<file path="src/rtl/alu_req_arbiter_pkg.sv">
// alu_req_arbiter_pkg: shared widths, FSM states and requester IDs
package alu_req_arbiter_pkg;
  localparam int DW = 8;
  localparam int OPW = 2;
  typedef enum logic [1:0] {IDLE, EXEC, RESP} state_e;
  localparam logic REQ0 = 1'b0;
  localparam logic REQ1 = 1'b1;
endpackage

</file>
<file path="src/rtl/alu_req_arbiter_if.sv">
// alu_req_arbiter_if: requester, ALU and response signals of the arbiter
interface alu_req_arbiter_if;
  import alu_req_arbiter_pkg::*;
  logic           req0_valid;
  logic           req0_ready;
  logic [OPW-1:0] req0_opcode;
  logic [DW-1:0]  req0_a;
  logic [DW-1:0]  req0_b;
  logic           req1_valid;
  logic           req1_ready;
  logic [OPW-1:0] req1_opcode;
  logic [DW-1:0]  req1_a;
  logic [DW-1:0]  req1_b;
  logic [OPW-1:0] alu_opcode;
  logic [DW-1:0]  alu_a;
  logic [DW-1:0]  alu_b;
  logic [DW-1:0]  alu_out;
  logic           rsp_valid;
  logic           rsp_ready;
  logic           rsp_id;
  logic [DW-1:0]  rsp_data;
  logic [7:0]     op_count;
  modport slave (
    input  req0_valid, req0_opcode, req0_a, req0_b,
    input  req1_valid, req1_opcode, req1_a, req1_b,
    input  alu_out, rsp_ready,
    output req0_ready, req1_ready, alu_opcode, alu_a, alu_b,
    output rsp_valid, rsp_id, rsp_data, op_count
  );
  modport master (
    output req0_valid, req0_opcode, req0_a, req0_b,
    output req1_valid, req1_opcode, req1_a, req1_b,
    output alu_out, rsp_ready,
    input  req0_ready, req1_ready, alu_opcode, alu_a, alu_b,
    input  rsp_valid, rsp_id, rsp_data, op_count
  );
endinterface

</file>
<file path="src/rtl/alu_req_arbiter_rr_arbiter2.sv">
// rr_arbiter2: two-input round-robin grant; pointer advances only on an enabled grant
module rr_arbiter2
  import alu_req_arbiter_pkg::*;
(
  input  logic       clk,
  input  logic       rst_n,
  input  logic [1:0] req_i,
  input  logic       en_i,
  output logic [1:0] gnt_o,
  output logic       id_o
);
  logic ptr_q, ptr_d;
  always_comb begin
    gnt_o = (&req_i) ? (ptr_q == REQ1 ? 2'b10 : 2'b01) : req_i;
    id_o  = gnt_o[1];
    ptr_d = (en_i && |req_i) ? ~id_o : ptr_q;
  end
  always_ff @(posedge clk) begin
    if (!rst_n) ptr_q <= REQ0;
    else        ptr_q <= ptr_d;
  end
endmodule

</file>
<file path="src/rtl/alu_req_arbiter.sv">
// alu_req_arbiter: shares one external ALU between two requesters via IDLE/EXEC/RESP FSM
module alu_req_arbiter
  import alu_req_arbiter_pkg::*;
(
  input logic clk,
  input logic rst_n,
  alu_req_arbiter_if.slave bus
);
  state_e         state_q, state_d;
  logic [1:0]     gnt;
  logic           gnt_id, idle, grant, hs;
  logic [OPW-1:0] opc_q, opc_d;
  logic [DW-1:0]  a_q, a_d, b_q, b_d, data_q, data_d;
  logic           id_q, id_d;
  logic [7:0]     cnt_q, cnt_d;
  rr_arbiter2 u_arb (
    .clk   (clk),
    .rst_n (rst_n),
    .req_i ({bus.req1_valid, bus.req0_valid}),
    .en_i  (idle),
    .gnt_o (gnt),
    .id_o  (gnt_id)
  );
  always_comb begin
    idle    = state_q == IDLE;
    grant   = idle && |gnt;
    hs      = state_q == RESP && bus.rsp_ready;
    state_d = idle ? (grant ? EXEC : IDLE) :
              state_q == EXEC ? RESP :
              (state_q == RESP && !hs) ? RESP : IDLE;
    opc_d   = grant ? (gnt_id ? bus.req1_opcode : bus.req0_opcode) : opc_q;
    a_d     = grant ? (gnt_id ? bus.req1_a : bus.req0_a) : a_q;
    b_d     = grant ? (gnt_id ? bus.req1_b : bus.req0_b) : b_q;
    id_d    = grant ? gnt_id : id_q;
    data_d  = state_q == EXEC ? bus.alu_out : data_q;
    cnt_d   = hs ? cnt_q + 8'd1 : cnt_q;
  end
  always_ff @(posedge clk) begin
    if (!rst_n) begin
      state_q <= IDLE;
      opc_q   <= '0;
      a_q     <= '0;
      b_q     <= '0;
      id_q    <= REQ0;
      data_q  <= '0;
      cnt_q   <= '0;
    end else begin
      state_q <= state_d;
      opc_q   <= opc_d;
      a_q     <= a_d;
      b_q     <= b_d;
      id_q    <= id_d;
      data_q  <= data_d;
      cnt_q   <= cnt_d;
    end
  end
  assign bus.req0_ready = idle & gnt[0];
  assign bus.req1_ready = idle & gnt[1];
  assign bus.alu_opcode = opc_q;
  assign bus.alu_a      = a_q;
  assign bus.alu_b      = b_q;
  assign bus.rsp_valid  = state_q == RESP;
  assign bus.rsp_id     = id_q;
  assign bus.rsp_data   = data_q;
  assign bus.op_count   = cnt_q;
endmodule

</file>
<file path="src/flat_wrapper.sv">
// flat-port wrapper written by rule: the top's interface ports become plain ports
module alu_req_arbiter_flat import alu_req_arbiter_pkg::*;
  (clk, rst_n, bus_req0_valid, bus_req0_opcode, bus_req0_a, bus_req0_b, bus_req1_valid, bus_req1_opcode, bus_req1_a, bus_req1_b, bus_alu_out, bus_rsp_ready, bus_req0_ready, bus_req1_ready, bus_alu_opcode, bus_alu_a, bus_alu_b, bus_rsp_valid, bus_rsp_id, bus_rsp_data, bus_op_count);
  alu_req_arbiter_if bus_i ();
  input logic clk;
  input logic rst_n;
  input wire logic [$bits(bus_i.req0_valid)-1:0] bus_req0_valid;
  input wire logic [$bits(bus_i.req0_opcode)-1:0] bus_req0_opcode;
  input wire logic [$bits(bus_i.req0_a)-1:0] bus_req0_a;
  input wire logic [$bits(bus_i.req0_b)-1:0] bus_req0_b;
  input wire logic [$bits(bus_i.req1_valid)-1:0] bus_req1_valid;
  input wire logic [$bits(bus_i.req1_opcode)-1:0] bus_req1_opcode;
  input wire logic [$bits(bus_i.req1_a)-1:0] bus_req1_a;
  input wire logic [$bits(bus_i.req1_b)-1:0] bus_req1_b;
  input wire logic [$bits(bus_i.alu_out)-1:0] bus_alu_out;
  input wire logic [$bits(bus_i.rsp_ready)-1:0] bus_rsp_ready;
  output wire logic [$bits(bus_i.req0_ready)-1:0] bus_req0_ready;
  output wire logic [$bits(bus_i.req1_ready)-1:0] bus_req1_ready;
  output wire logic [$bits(bus_i.alu_opcode)-1:0] bus_alu_opcode;
  output wire logic [$bits(bus_i.alu_a)-1:0] bus_alu_a;
  output wire logic [$bits(bus_i.alu_b)-1:0] bus_alu_b;
  output wire logic [$bits(bus_i.rsp_valid)-1:0] bus_rsp_valid;
  output wire logic [$bits(bus_i.rsp_id)-1:0] bus_rsp_id;
  output wire logic [$bits(bus_i.rsp_data)-1:0] bus_rsp_data;
  output wire logic [$bits(bus_i.op_count)-1:0] bus_op_count;
  assign bus_i.req0_valid = bus_req0_valid;
  assign bus_i.req0_opcode = bus_req0_opcode;
  assign bus_i.req0_a = bus_req0_a;
  assign bus_i.req0_b = bus_req0_b;
  assign bus_i.req1_valid = bus_req1_valid;
  assign bus_i.req1_opcode = bus_req1_opcode;
  assign bus_i.req1_a = bus_req1_a;
  assign bus_i.req1_b = bus_req1_b;
  assign bus_i.alu_out = bus_alu_out;
  assign bus_i.rsp_ready = bus_rsp_ready;
  assign bus_req0_ready = bus_i.req0_ready;
  assign bus_req1_ready = bus_i.req1_ready;
  assign bus_alu_opcode = bus_i.alu_opcode;
  assign bus_alu_a = bus_i.alu_a;
  assign bus_alu_b = bus_i.alu_b;
  assign bus_rsp_valid = bus_i.rsp_valid;
  assign bus_rsp_id = bus_i.rsp_id;
  assign bus_rsp_data = bus_i.rsp_data;
  assign bus_op_count = bus_i.op_count;
  alu_req_arbiter u_core (.clk(clk), .rst_n(rst_n), .bus(bus_i));
endmodule
</file>
<file path="config.mk">
export PLATFORM = sky130hd
export DESIGN_NAME = alu_req_arbiter_flat
export DESIGN_NICKNAME = d
export VERILOG_FILES = /design/src/rtl/alu_req_arbiter_pkg.sv /design/src/rtl/alu_req_arbiter_if.sv /design/src/rtl/alu_req_arbiter_rr_arbiter2.sv /design/src/rtl/alu_req_arbiter.sv /design/src/flat_wrapper.sv
export SDC_FILE = /design/constraint.sdc
export NUM_CORES = 1
export LEC_CHECK = 0
export CORE_MARGIN = 2
export CORE_UTILIZATION = 33
export CTS_BUF_LIST = sky130_fd_sc_hd__clkbuf_2 sky130_fd_sc_hd__clkbuf_4 sky130_fd_sc_hd__clkbuf_8
export DETAILED_ROUTE_END_ITERATION = 8
export PLACE_DENSITY = 0.69
export SYNTH_ARGS = -nofsm -noshare
export SYNTH_HDL_FRONTEND = slang
export SYNTH_HIERARCHICAL = 1
export SYNTH_SLANG_ARGS = --single-unit
</file>
<file path="constraint.sdc">
create_clock -name clk -period 3.6 [get_ports clk]
set_input_delay 0.36 -clock clk [delete_from_list [all_inputs] [get_ports clk]]
set_output_delay 0.36 -clock clk [all_outputs]
set_load 0.01 [all_outputs]
</file>
# == After elaboration in Yosys (flattened, before gate mapping) ==
# Cells that the tools add are included.
# Widths: inputs -> output; s select.
# word_totals
reg_bits,38
in_bits,49
output_inout_bits,38
wordCells,32
# op_classes
add_sub_neg,1
n_eq_ne,2
muxes,9
bitwise,3
n_reduce_logical,9
# ops
op,count
$mux 8,2
$mux 2,6
$add 8x1->8 const B,1
$logic_and 1x1->1,4
$reduce_or 2->1,2
$and 1x1->1,2
$eq 2x1->1 const B,1
$eq 2x2->1 const B,1
$logic_not 2->1,1
$reduce_and 2->1,1
$logic_not 1->1,1
$mux 1,1
$not 1->1,1

# == Longest topological paths before layout ==
# Gate-level depths: netlist of the first run.
# depth
word_depth,7
mapped_depth,8
depth_no_buf,5

# == Hierarchy ==
# The synthesis of the first run kept the hierarchy.
# by_module_without_submodules
mod,n_inst,cells_per_inst,area_each_um2,seq_area_each_um2
alu_req_arbiter,1,175,1614.0,740.7
rr_arbiter2,1,8,68.8,20.0

# == Worst setup path before layout of the first run ==
# Ideal clock, no wire load.
# synth_path
path_kind,input-to-reg
startpoint,input port bus_req1_valid
endpoint,register u_core.a_q[0] (netlist: u_core/bus.alu_a[0])
setup_ps,134
t_arrival_ps,1410
required_time_ps,3466
slack_ps,2056
cell_stages,7
n_path_buf,3
path_cell_list,a21boi_0 > buf_4 > or2_2 > buf_2 > buf_2 > a21oi_1 > a211oi_1
# synth_between
elab_chain_cells,4
elab_cells_between_ends,5
classes_between,mux (2); reduce/logical (3)
# synth_rtl
element,line_no,source
"start, declared",flat_wrapper.sv:11,input wire logic [$bits(bus_i.req1_valid)-1:0] bus_req1_valid;
$reduce_and 2->1,alu_req_arbiter_rr_arbiter2.sv:14,gnt_o = (&req_i) ? (ptr_q == REQ1 ? 2'b10 : 2'b01) : req_i;
$mux 2 (*),alu_req_arbiter_rr_arbiter2.sv:14,
via u_core.gnt[1],alu_req_arbiter.sv:10,logic [1:0] gnt;
$reduce_or 2->1,alu_req_arbiter.sv:26,grant = idle && |gnt;
$logic_and 1x1->1,alu_req_arbiter.sv:26,
"end signal, assigned",alu_req_arbiter.sv:42,a_q <= '0;
"end signal, assigned",alu_req_arbiter.sv:50,a_q <= a_d;
"end, declared",alu_req_arbiter.sv:13,"logic [DW-1:0] a_q, a_d, b_q, b_d, data_q, data_d;"
# Mark *: on every way through the listed nets, which the timed path passes. The rest lies on a longest branch.
# A chain may end at the register's enable or synchronous reset.

# == Worst setup path in the final report of the first run ==
# layout_path
startpoint,register u_core.state_q[1]
endpoint,output port bus_req1_ready
# layout_between
elab_chain_cells,2
# layout_rtl
element,line_no,source
"start, declared",alu_req_arbiter.sv:9,"state_e state_q, state_d;"
"start signal, assigned",alu_req_arbiter.sv:48,state_q <= state_d;
$logic_not 2->1,alu_req_arbiter.sv:25,idle = state_q == IDLE;
$and 1x1->1,alu_req_arbiter.sv:58,assign bus.req1_ready = idle & gnt[1];
"end, declared",flat_wrapper.sv:18,output wire logic [$bits(bus_i.req1_ready)-1:0] bus_req1_ready;
# Every way passes these cells.

==> results.md, run 1 <==
- Status: finished clean
- Setup violations, final: 0
- Share of layout cells above drive strength 1: 0.06015
- Yosys cell types: 35
- Pins Over Slew Limit: 0
- CP Launch Point: u_core/state_q[1]$_SDFF_PP0_
- R2r setup slk: 2000 ps
- Crit. End Element: primary output
- P&R area growth vs syn: 58.81%
- Initial antenna violation count: 0
- Post-CTS Repair Setup Buffers: 0
- Post-DRT Antenna Nets: 0
- IO Pins: 87
- Total CTS buffers: 5
- Maximum VDD drop: 187.0 µV
- Seq cells post-synth: 38
- Most common library cells after synthesis: dfxtp_1, a21oi_1, mux2i_1, nand2_1, a211oi_1
- Die Width: 75.41 µm
- CTS Hold Bufs: 0
- Final wirelength: 4106 µm
- Crit path DAT: 1970 ps
- Leakage Power: 0.9712 nW
- Critical Path End: bus_req1_ready
- Via count: 1595
- Final Core Density: 0.5548
- CTS tree: done
- Sequential share of the synthesized area: 0.4520
- Max_slew headroom: 0.6824
- Fmax: 428.8 MHz
- Final min period: 2332 ps
- Dominant cell type by area after synthesis: dfxtp_1
- RePlAce Congestion: 0.6812
- R2r worst-path depth: 5
- Slew @ Worst Pin: roughly 470 ps
- Maximum buffer depth of the clock tree: 2
- First-pass GRT wire length: 6720 µm
- Clock root buffer: clkbuf_8
- Avg Cell Area, Syn: 9.196 µm²
- Count leader, synth: dfxtp_1
- H-tree levels: 2
- Core area: 4817 µm²
- Std cell rows: 25
- Post-DR wirelength/cell: 12.33 µm
- Max_cap viols: 0
- Die Y: about 75 µm
- Clock Pin Slew Worst Setup and Hold Paths: 70 ps
- R2R Path End: u_core/bus.alu_a[4]$_SDFFE_PN0P_
- Drt via density: around 4.8
- Total Die Area: 5687 µm²
- IO buf count: 86
- Number of synthesized flops with an enable pin: 0
- Total Nets Final: 315
- GRT overflow: 0
- Setup_tns: 0 ps
- DPL Wire Length: 2995 µm
- Pre-antenna DRT Iters: 4
- Skew-Pair Late Insertion Delay: 290 ps
- Post_cts resized: 0
- Ys Warns: 6
- CP Launch Type: flip-flop
- Post-synth top area share: 0.4520
- Ys flop type: dfxtp_1
- CTS sink cnt: 38
- Post-synth net total: 233
- Final instance area: 2673 µm²
- Vias in the first global route: between 1000 and 1500
- CP Max Fanout: 23
- Worst EP required: 3240 ps
- Post-DP Area: approximately 2600 µm²
- Cell Pwr Density: 407.4 nW/µm²
- Kind of critical path: flip-flop to primary output
- Final number of hold-violating endpoints: 0
- Worst hold path class: flip-flop to flip-flop
- Synth Instances: 183
- Min Hold Slack: 453.3 ps
- Clk_skew: 5.158 ps
- Fraction of registers with async set/reset: 0
- Largest net degree at the start of global routing: 24
- Unrepaired setup endpoints after global routing: no
- # diodes: 0
- R2r startpoint: u_core/u_arb/ptr_q$_SDFFE_PN0P_
- Ranking of synthesized cells by area: dfxtp_1, mux2i_1, a21oi_1
- Synthesized area: 1683 µm²
- Final Cycle Share: 0.6478
- GRT Resource Usage Total: 0.1558
- Hold path cells: 2
- DRC viols: 0
- Iteration-0 DRC Markers: 64
- Initial core utilization: 0.3494
- Fillcell total: 494
## worst max-delay path: stages (launching register included)
cell and delay (ps):
dfxtp_1 370, or2_4 300, inv_2 300, and2_1 180
clkdlybuf4s50_1 530
## where the power goes
group	internal, W	switching [W]
registers	0.000461	0.0000234
clock network	0.000162	0.000147
logic	0.000166	0.000129
## layout make-up
class                           instances  area [µm²]  share of cell area
Clock buffer                            7       90.09             0.03371
Multi-Input combinational cell        127       838.3              0.3137
Sequential cell                        38       760.7              0.2846
Clock inverter                          1       5.005            0.001873
Tap cell                               67       83.83             0.03137
Inverter                                5       18.77            0.007022
Timing Repair Buffer                   88       875.8              0.3277
## how the worst min path moves through the flow
stage                                              from                             endpoint  slack (ps)
floorplan           u_core/bus.rsp_data[0]$_SDFFE_PN0N_  u_core/bus.rsp_data[0]$_SDFFE_PN0N_         480
global placement    u_core/bus.rsp_data[5]$_SDFFE_PN0N_  u_core/bus.rsp_data[5]$_SDFFE_PN0N_         440
detailed placement  u_core/bus.rsp_data[3]$_SDFFE_PN0N_  u_core/bus.rsp_data[3]$_SDFFE_PN0N_         450
CTS                 u_core/bus.rsp_data[3]$_SDFFE_PN0N_  u_core/bus.rsp_data[3]$_SDFFE_PN0N_         460
global route        u_core/bus.rsp_data[6]$_SDFFE_PN0N_  u_core/bus.rsp_data[6]$_SDFFE_PN0N_         480
finish              u_core/bus.rsp_data[3]$_SDFFE_PN0N_  u_core/bus.rsp_data[3]$_SDFFE_PN0N_         450
## sequential cells by signal (all words and copies together), names as in the netlist
register and count:
u_core/bus.rsp_data 8, u_core/bus.alu_a 8, u_core/bus.alu_b 8, u_core/state_q 2
u_core/u_arb/ptr_q 1, u_core/bus.rsp_id 1, u_core/bus.alu_opcode 2, u_core/bus.op_count 8
## cells in the final DEF, fill, tap and decap left out, types with 2 or more instances in the layout
master / instances
a211oi_1: 18
a21oi_1: 32
and2_1: 2
buf_4: 2
clkbuf_8: 6
clkdlybuf4s50_1: 86
dfxtp_1: 38
inv_1: 3
mux2i_1: 20
nand2_1: 20
nand2b_1: 3
nand3_1: 2
nor2_1: 4
o21ai_0: 3
o31ai_1: 2
or3_1: 2
or4_1: 2
## kinds of logic after synthesis
group / count (synthesis) / share of synthesized area
AOI/OAI and AO/OA: 58 / 0.2074
xor gates and xnor gates: 2 / 0.01041
adders and majority gates: 1 / 0.007434
buffers and inverters: 18 / 0.05204
DFF: 38 / 0.4520
muxes: 20 / 0.1190
and+or+nand+nor: 46 / 0.1517
## layer usage
layer | up-vias | track usage | share of wire
li1 | 814 | - | -
met1 | 706 | 0.1883 | 0.43
met2 | 67 | 0.2309 | 0.43
met3 | 8 | 0.08069 | 0.11
met4 | 0 | 0.07018 | 0.018
met5 | - | 0 | 0
## stage by stage
step	setup slack (ps)	power [W]	cells
floorplan	2056	0.0006403	183
global placement	1342	0.0007897	325
detailed placement	1290	0.0007920	325
CTS	1243	0.001102	333
global route	1156	0.001149	333
finish	1268	0.001089	333
(Power assumes the default switching activity.)
==> inputs of run 2 (changes only) <==
Settings changed: PLACE_DENSITY 0.69 to 0.71.
Clock period 3.6 ns to 1.9 ns, I/O delays scaled along.
==> run 2 against run 1 <==
Effect of this change: sequential share of layout area down 0.49 points; power up 90%; worst setup slack worse by 1200 ps; cell count up 0.90%; register-to-register slack worse by 1600 ps; core utilization up 1.1 points; clock skew down 2.5 ps; global-route usage down 0.13 points; die area unchanged; count of clock-buffer cells in the layout unchanged; first-iteration DRC count down 13%; largest cell class unchanged; highest routed layer unchanged.
==> results.md, run 2 (synthesis gave the netlist of run 1 again) <==
- Post-DP Area: 2625 µm²
- Post-DR wirelength/cell: roughly 12 µm
- Die Y: approximately 75 µm
- Std cell rows: 25
- Maximum VDD drop: about 410 µV
- Max_slew headroom: 0.7089
- Fmax: 547.0 MHz
- Total Die Area: about 5700 µm²
- Final Cycle Share: 0.9623
- Leakage Power: between 1 and 1.5 nW
- Clock Pin Slew Worst Setup and Hold Paths: 70 ps
- Commonest non-fill, non-tap cell in the layout: clkdlybuf4s50_1
- Final number of hold-violating endpoints: 0
- Skew-Pair Late Insertion Delay: ~280 ps
- Final instance area: 2724 µm²
- P&R area growth vs syn: 61.86%
- CTS Hold Bufs: 0
- CTS sink cnt: 38
- Final min period: roughly 1800 ps
- Crit. End Element: primary output
- Max_cap viols: 0
- CTS tree: done
- Clock root buffer: clkbuf_8
- Slew @ Worst Pin: 435.6 ps
- Post-DRT Antenna Nets: 0
- Die Width: 75.41 µm
- Status: finished clean
- Unrepaired setup endpoints after global routing: no
- GRT overflow: 0
- Kind of critical path: flip-flop to primary output
- Via count: 1600
- Vias in the first global route: 1500
- Crit path DAT: ~1600 ps
- IO buf count: 86
- GRT Resource Usage Total: 0.1545
- Drt via density: 4.762
- Worst EP required: 1710 ps
- Fillcell total: between 400 and 500
- CP Max Fanout: 6
- Total Nets Final: 318
- # diodes: 0
- Pre-antenna DRT Iters: 4
- CP Launch Type: flip-flop
- Iteration-0 DRC Markers: 56
- Commonest non-fill, non-tap cells in the layout: clkdlybuf4s50_1, dfxtp_1, a21oi_1
- Post-CTS Repair Setup Buffers: 0
- DRC viols: 0
- Share of layout cells above drive strength 1: 0.07435
- Worst hold path class: flip-flop to flip-flop
- RePlAce Congestion: 0.8058
- Clk_skew: 2.618 ps
- Cell Pwr Density: 761.2 nW/µm²
- Setup_tns: 0 ps
- Pins Over Slew Limit: 0
- First-pass GRT wire length: 6713 µm
- DPL Wire Length: 3029 µm
- Initial antenna violation count: 0
- Setup violations, final: 0
- Initial core utilization: 0.3494
- Total CTS buffers: 5
- Core area: 4817 µm²
- IO Pins: 87
- Final wirelength: 4183 µm
- Maximum buffer depth of the clock tree: 2
- H-tree levels: 2
- Largest net degree at the start of global routing: 37
## run 2: changes by cell type in the layout (fill, tap and decap cells not counted)
| cell | previous run | this run |
|---|---|---|
| a21boi_0 | 1 | 0 |
| buf_4 | 2 | 3 |
| buf_12 | 0 | 2 |
| clkdlybuf4s50_1 | 86 | 85 |
| dfxtp_1 | 38 | 37 |
| dlymetal6s2s_1 | 0 | 1 |
| a21boi_1 | 0 | 1 |
| dfxtp_2 | 0 | 1 |
## run 2: area by class of cell
type | instances | area [µm²] | share of cell area
timing repair buffer | 91 | 925.9 | 0.3399
multi-input combinational | 127 | 838.3 | 0.3078
sequential | 38 | 762.0 | 0.2797
clock buffer | 7 | 90.09 | 0.03307
tap | 67 | 83.83 | 0.03078
inverter | 5 | 18.77 | 0.006890
clock inverter | 1 | 5.005 | 0.001837
## run 2: critical path, cell delays in order, from the launching register on
cell and delay [ps]:
dfxtp_2 350, or2_4 280, inv_2 80, and2_1 120, clkdlybuf4s50_1 530
## run 2: stage by stage
stage                     cells    util  power, W  setup slack, ps  hold WS, ps
after floorplan             183       -  0.001213            407.2        326.0
after global placement      328  0.5449  0.001515            94.35        441.8
after detailed placement    328  0.5449  0.001519            23.47        446.8
after CTS                   336  0.5647  0.002104            3.524        446.4
after global routing        336  0.5655  0.002202            9.517        448.2
final                       336  0.5655  0.002073            71.68        452.5
## run 2: per-layer routing
layer | part of all wire | GRT usage | routed length (µm) | vias to the layer above
met3 | 0.12 | 0.08862 | 496 | 2
li1 | - | - | - | 824
met5 | 0 | 0 | 0 | -
met1 | 0.43 | 0.1877 | 1801 | 699
met4 | 0.0031 | 0.03509 | 13 | 0
met2 | 0.45 | 0.2386 | 1872 | 75
## run 2: worst paths after layout
path / start / endpoint / slack [ps] / cells after the start
max: u_core/state_q[1]$_SDFF_PP0_ / bus_req0_ready / 70 / 4
min: u_core/bus.rsp_data[1]$_SDFFE_PN0N_ / u_core/bus.rsp_data[1]$_SDFFE_PN0N_ / 450 / 2
max reg2reg: u_core/u_arb/ptr_q$_SDFFE_PN0P_ / u_core/bus.alu_a[6]$_SDFFE_PN0P_ / 440 / 6
min reg2reg: u_core/bus.rsp_data[1]$_SDFFE_PN0N_ / u_core/bus.rsp_data[1]$_SDFFE_PN0N_ / 450 / 2
## run 2: where the power goes
part / total, W / leakage, nW / switching (W) / internal, W
clock network: 0.000576 / 0.0517 / 0.000269 / 0.000307
logic: 0.000579 / 0.646 / 0.000248 / 0.000331
registers: 0.000919 / 0.313 / 0.0000450 / 0.000874
## run 2: timing repair
item	CTS	global route
gates resized for setup	0	3
endpoints found under the setup margin	0	2
hold endpoints to repair	0	0
==> inputs of run 3 (changes only) <==
Settings changed: PLACE_DENSITY 0.71 to 0.79.
==> run 3 against run 2 <==
Effect of this change: hold slack about the same; cell count unchanged; sequential power about the same; worst setup slack worse by 9.2 ps; power down 2.2%; maximum frequency down 0.50%; cell area down 1.1%; largest cell class unchanged; wire length up 1.7%.
==> results.md, run 3 (synthesis gave the netlist of run 1 again) <==
- R2r worst-path depth: 5
- Post-DR wirelength/cell: between 10 and 15 µm
- CTS tree: done
- RePlAce Congestion: 0.6877
- Total Nets Final: 319
- CP dominant cell by count: clkdlybuf4s50_1
- DPL Wire Length: 3167 µm
- Die Width: 75.41 µm
- Unrepaired setup endpoints after global routing: no
- Drt via density: ~4.9
- GRT overflow: 0
- Top Family by Delay on Critical Path: buffers and inverters
- Skew-Pair Late Insertion Delay: 280 ps
- Post-DRT Antenna Nets: 0
- Slowest cell on crit path: clkdlybuf4s50_1
- Share of layout cells above drive strength 1: 0.07435
- Slew @ Worst Pin: about 430 ps
- Crit. End Element: primary output
- Post-DP Area: 2608 µm²
- Status: finished clean
- CTS sink cnt: 38
- Final Cycle Share: 0.9671
- Clk_skew: 2.937 ps
- Top sig layer: met4
- Commonest non-fill, non-tap cells in the layout: clkdlybuf4s50_1, dfxtp_1, a21oi_1
- Final number of hold-violating endpoints: 0
- Cell Pwr Density: approximately 750 nW/µm²
- Die Y: 75.41 µm
- Post-route setup slack: 62.48 ps
- IO buf count: 86
- Min Hold Slack: 452.1 ps
- Leakage Power: 0.9849 nW
- Critical Path End: bus_req1_ready
- Initial core utilization: 0.3494
- Setup WS pre-CTS: 13.12 ps
- Pins Over Slew Limit: 0
- # diodes: 0
- P&R area growth vs syn: 60.00%
- Vias in the first global route: about 1600
- Worst hold path class: flip-flop to flip-flop
- Max_slew headroom: 0.7108
- Kind of critical path: primary input to primary output
- Max_cap viols: 0
- Worst EP required: 1710 ps
- Met2 WL: 2138 µm
- CP Depth: 4
- Maximum VDD drop: 366.2 µV
- Clock root buffer: clkbuf_8
- Core area: around 4800 µm²
- Final min period: 1838 ps
- Fmax: 544.2 MHz
- CTS Hold Bufs: 0
- R2r startpoint: u_core/u_arb/ptr_q$_SDFFE_PN0P_
- Crit path DAT: 1650 ps
- CP Max Fanout: 5
- Final wirelength: 4253 µm
- Setup_tns: 0 ps
- IO Pins: 87
- DRC viols: 0
- Clock Pin Slew Worst Setup and Hold Paths: 70 ps
- Initial antenna violation count: 0
- Commonest non-fill, non-tap cell in the layout: clkdlybuf4s50_1
- Total CTS buffers: 5
- Pre-antenna DRT Iters: 4
- Via count: 1644
- CP Launch Point: bus_req1_valid
- Largest net degree at the start of global routing: 23
- First-pass GRT wire length: approximately 7000 µm
- Crit-path cells: clkdlybuf4s50_1 -> a21boi_2 -> and2_1 -> clkdlybuf4s50_1
- GRT Resource Usage Total: 0.1576
- CP Launch Type: primary input
- WL met1: 1676 µm
- Std cell rows: 25
- H-tree levels: 2
- Iteration-0 DRC Markers: 24
- Setup violations, final: 0
- Maximum buffer depth of the clock tree: 2
- Max stage delay on crit path: 540 ps
- Final Power: 0.002028 W
- R2R Path End: u_core/bus.alu_a[5]$_SDFFE_PN0P_
- Fillcell total: 460
- Crit path buf inv count: 2
- Final instance area: 2693 µm²
- R2r setup slk: 400 ps
- Total Die Area: 5687 µm²
- Metal3 WL: between 300 and 400 µm
-- run 3: timing repair --
item,4_1_cts,5_1_grt
endpoints found under the setup margin,0,2
gates resized for setup,0,2
setup buffers,0,0
-- run 3: layout make-up --
cell class | count | area (µm²) | area share
Tap cell | 67 | 83.83 | 0.03113
Timing Repair Buffer | 92 | 905.9 | 0.3364
Clock buffer | 7 | 83.83 | 0.03113
Multi-Input combinational cell | 127 | 838.3 | 0.3113
Inverter | 5 | 18.77 | 0.006970
Sequential cell | 38 | 762.0 | 0.2830
-- run 3: stage by stage --
| step | util | std cells |
|---|---|---|
| 5_1_grt | 0.5590 | 336 |
| 6_report | 0.5590 | 336 |
| 3_5_place_dp | 0.5413 | 329 |
| 2_1_floorplan | - | 183 |
| 4_1_cts | 0.5587 | 336 |
| 3_3_place_gp | 0.5413 | 329 |
-- run 3: per-layer routing --
metal	global-route usage	up-vias
met5	0	-
met4	0.06238	0
met3	0.06085	7
met2	0.2802	64
met1	0.1675	745
li1	-	828
-- run 3: tightest hold or removal path: stages (launching register included) --
cell and delay (ps):
dfxtp_1 310, nand2_1 50, a21oi_1 50
-- run 3: power by group --
group / internal (W) / switching, W / leakage (nW)
combinational: 0.000325 / 0.000248 / 0.627
clock: 0.000281 / 0.000253 / 0.0452
sequential: 0.000874 / 0.0000461 / 0.313
-- run 3: worst min path at each step --
| stage | depth (start not counted) | endpoint | startpoint | slack (ps) |
|---|---|---|---|---|
| floorplan | 2 | u_core/bus.rsp_data[0]$_SDFFE_PN0N_ | bus_alu_out[0] | 330 |
| global placement | 2 | u_core/bus.rsp_data[5]$_SDFFE_PN0N_ | u_core/bus.rsp_data[5]$_SDFFE_PN0N_ | 440 |
| detailed placement | 2 | u_core/bus.rsp_data[0]$_SDFFE_PN0N_ | u_core/bus.rsp_data[0]$_SDFFE_PN0N_ | 450 |
| CTS | 3 | u_core/bus.rsp_data[7]$_SDFFE_PN0N_ | bus_alu_out[7] | 450 |
| global route | 3 | u_core/bus.rsp_data[4]$_SDFFE_PN0N_ | bus_alu_out[4] | 460 |
| finish | 2 | u_core/bus.rsp_data[0]$_SDFFE_PN0N_ | u_core/bus.rsp_data[0]$_SDFFE_PN0N_ | 450 |
==> patch: new RTL, config.mk and constraints of run 2 <==
Re-encode `state_e` (3 states) as one-hot, 3 bits wide.
--- a/src/rtl/alu_req_arbiter_pkg.sv
+++ b/src/rtl/alu_req_arbiter_pkg.sv
@@ -4,3 +4,3 @@
   localparam int OPW = 2;
-  typedef enum logic [1:0] {IDLE, EXEC, RESP} state_e;
+  typedef enum logic [2:0] {IDLE = 3'b001, EXEC = 3'b010, RESP = 3'b100} state_e;
   localparam logic REQ0 = 1'b0;
Function: same outputs for any inputs over 10 cycles, from zero or initial values and one cycle with rst_n low; not proved beyond that.
==> patch against run 2 <==
Power rose by 3.5%; die area increased by 3.0%; maximum frequency grew 0.99%; critical path depth decreased by 1; sequential cell count up 1; final area grew 2.3%; register-to-register slack lost 200 ps; synthesized cell count is 3.8% lower; non-clock buffer count rose by 5; utilization is 1.6 points lower; area after synthesis rose by 3.1%; sequential share of layout area up 0.14 points; setup slack improved by 18 ps; wire length up 0.65%; largest cell class unchanged.
==> patch: results (changes against run 2) <==
[status]
status=finished clean  ; unchanged

[setup_path]
reg2regPathDepth=4  ; was 6
r2r-end=u_core/bus.alu_a[5]  ; was u_core/bus.alu_a[6]
worstPathArrival_ps=1620  ; was 1640 ps
rrSetupSlack_ps=240  ; was 440 ps
reg2reg_from=u_core/state_q[1]  ; was u_core/u_arb/ptr_q

[sta]
max-slew-margin-rel_pct=55.3  ; was 70.9%
skew_ps=6.29  ; was 2.62 ps

[logic_synthesis]
syn_nets=226  ; was 233
synth_mux_area_share_pct=15.6  ; was 11.9%
synth.distinct_cells=32  ; was 35
synth-compound-area-share_pct=19.8  ; was 20.7%
ys_seq_area_share_pct=45.0  ; was 45.2%
synth-xor-area-share_pct=0.505  ; was 1.04%
synth_fa_ha_area_share_pct=0.721  ; was 0.743%
synth_commonest_cells=dfxtp_1, mux2i_1, a21oi_1  ; was dfxtp_1, a21oi_1, mux2i_1, nand2_1, a211oi_1

[power]
seq-power_mw=0.953  ; was 0.919 mW
p_switching_mw=0.585  ; was 0.562 mW
power.total_mw=2.15  ; was 2.07 mW
vdd_drop_max_mv=0.318  ; was 0.407 mV
p_leak_nw=0.989  ; was 1.01 nW

[global_route]
grt_use_met1_pct=17.0  ; was 18.8%
grt_use_met2_pct=24.8  ; was 23.9%
grt_max_degree=22  ; was 37
grt_pass1_wl_um=7260  ; was 6710 um
grt_usage_pct=15.2  ; was 15.5%

[final_layout]
nets=315  ; was 318
drive_above_1_share_pct=9.81  ; was 7.43%

[drt]
num_vias=1643  ; was 1600
wirelength_um=4210  ; was 4180 um
wl_met3_um=403  ; was 496 um
wl_met2_um=2010  ; was 1870 um

[placed_design]
dp_slack_ps=-78.3  ; was 23.5 ps
gp_congestion=0.701  ; was 0.806

[hold_path]
hold_path_end=u_core/state_q[2]  ; was u_core/bus.rsp_data[1]
worstHoldPathCells=1  ; was 2

patch: cell types whose count changed after synthesis, sizes merged, moves of 2 or more:
cell / run 2 / this run
nand2: 20 / 4
a21oi: 32 / 25
mux2i: 20 / 27
nor2: 5 / 11
nand2b: 3 / 0
nor3b: 0 / 3
o31ai: 2 / 5
or4: 2 / 5
o21ai: 3 / 1
patch: cell type report:
cell class | count | area [um^2]
clock buffers | 6 | 82.6
clock inverters | 1 | 5.00
fillers | 509 | 2290
inverters | 4 | 15.0
multi-input cells | 119 | 877
flip-flops and latches | 39 | 783
well taps | 70 | 87.6
repair buffers | 96 | 936
patch: cell families (layout without fill, tap and decap cells):
group | count (synthesis) | after routing
xor+xnor | 1 | 1
mux | 27 | 27
buf+inv | 18 | 107
flops | 39 | 39
fa+ha+maj | 1 | 1
compound gates | 54 | 54
simple gates | 36 | 36
patch: worst max-delay path, cell delays in order, from the launching register on:
cell and delay (ps):
dfxtp_1 370, nor3b_4 270, and2_1 160, clkdlybuf4s50_1 530
patch: how the worst max path moves through the flow:
stage	start	to	cells past startpoint
global route	u_core/state_q[1]	bus_req1_ready	3
global placement	bus_req0_valid	u_core/bus.alu_a[7]	5
finish	u_core/state_q[1]	bus_req1_ready	3
CTS	u_core/state_q[0]	bus_req1_ready	3
detailed placement	bus_req0_valid	u_core/bus.alu_b[2]	5
floorplan	u_core/u_arb/ptr_q	u_core/bus.alu_a[0]	8
patch: metrics by stage:
stage	cells	setup TNS (ps)	hold slack, ps
2_1_floorplan	176	0	332
3_3_place_gp	326	-103	461
3_5_place_dp	326	-1080	473
4_1_cts	335	0	482
5_1_grt	335	0	494
6_report	335	0	469
patch: what timing repair did:
item                       CTS  global route
setup buffers                2             0
setup endpoints to repair    2             3
hold endpoints to repair     0             0
gates resized for setup      1             3
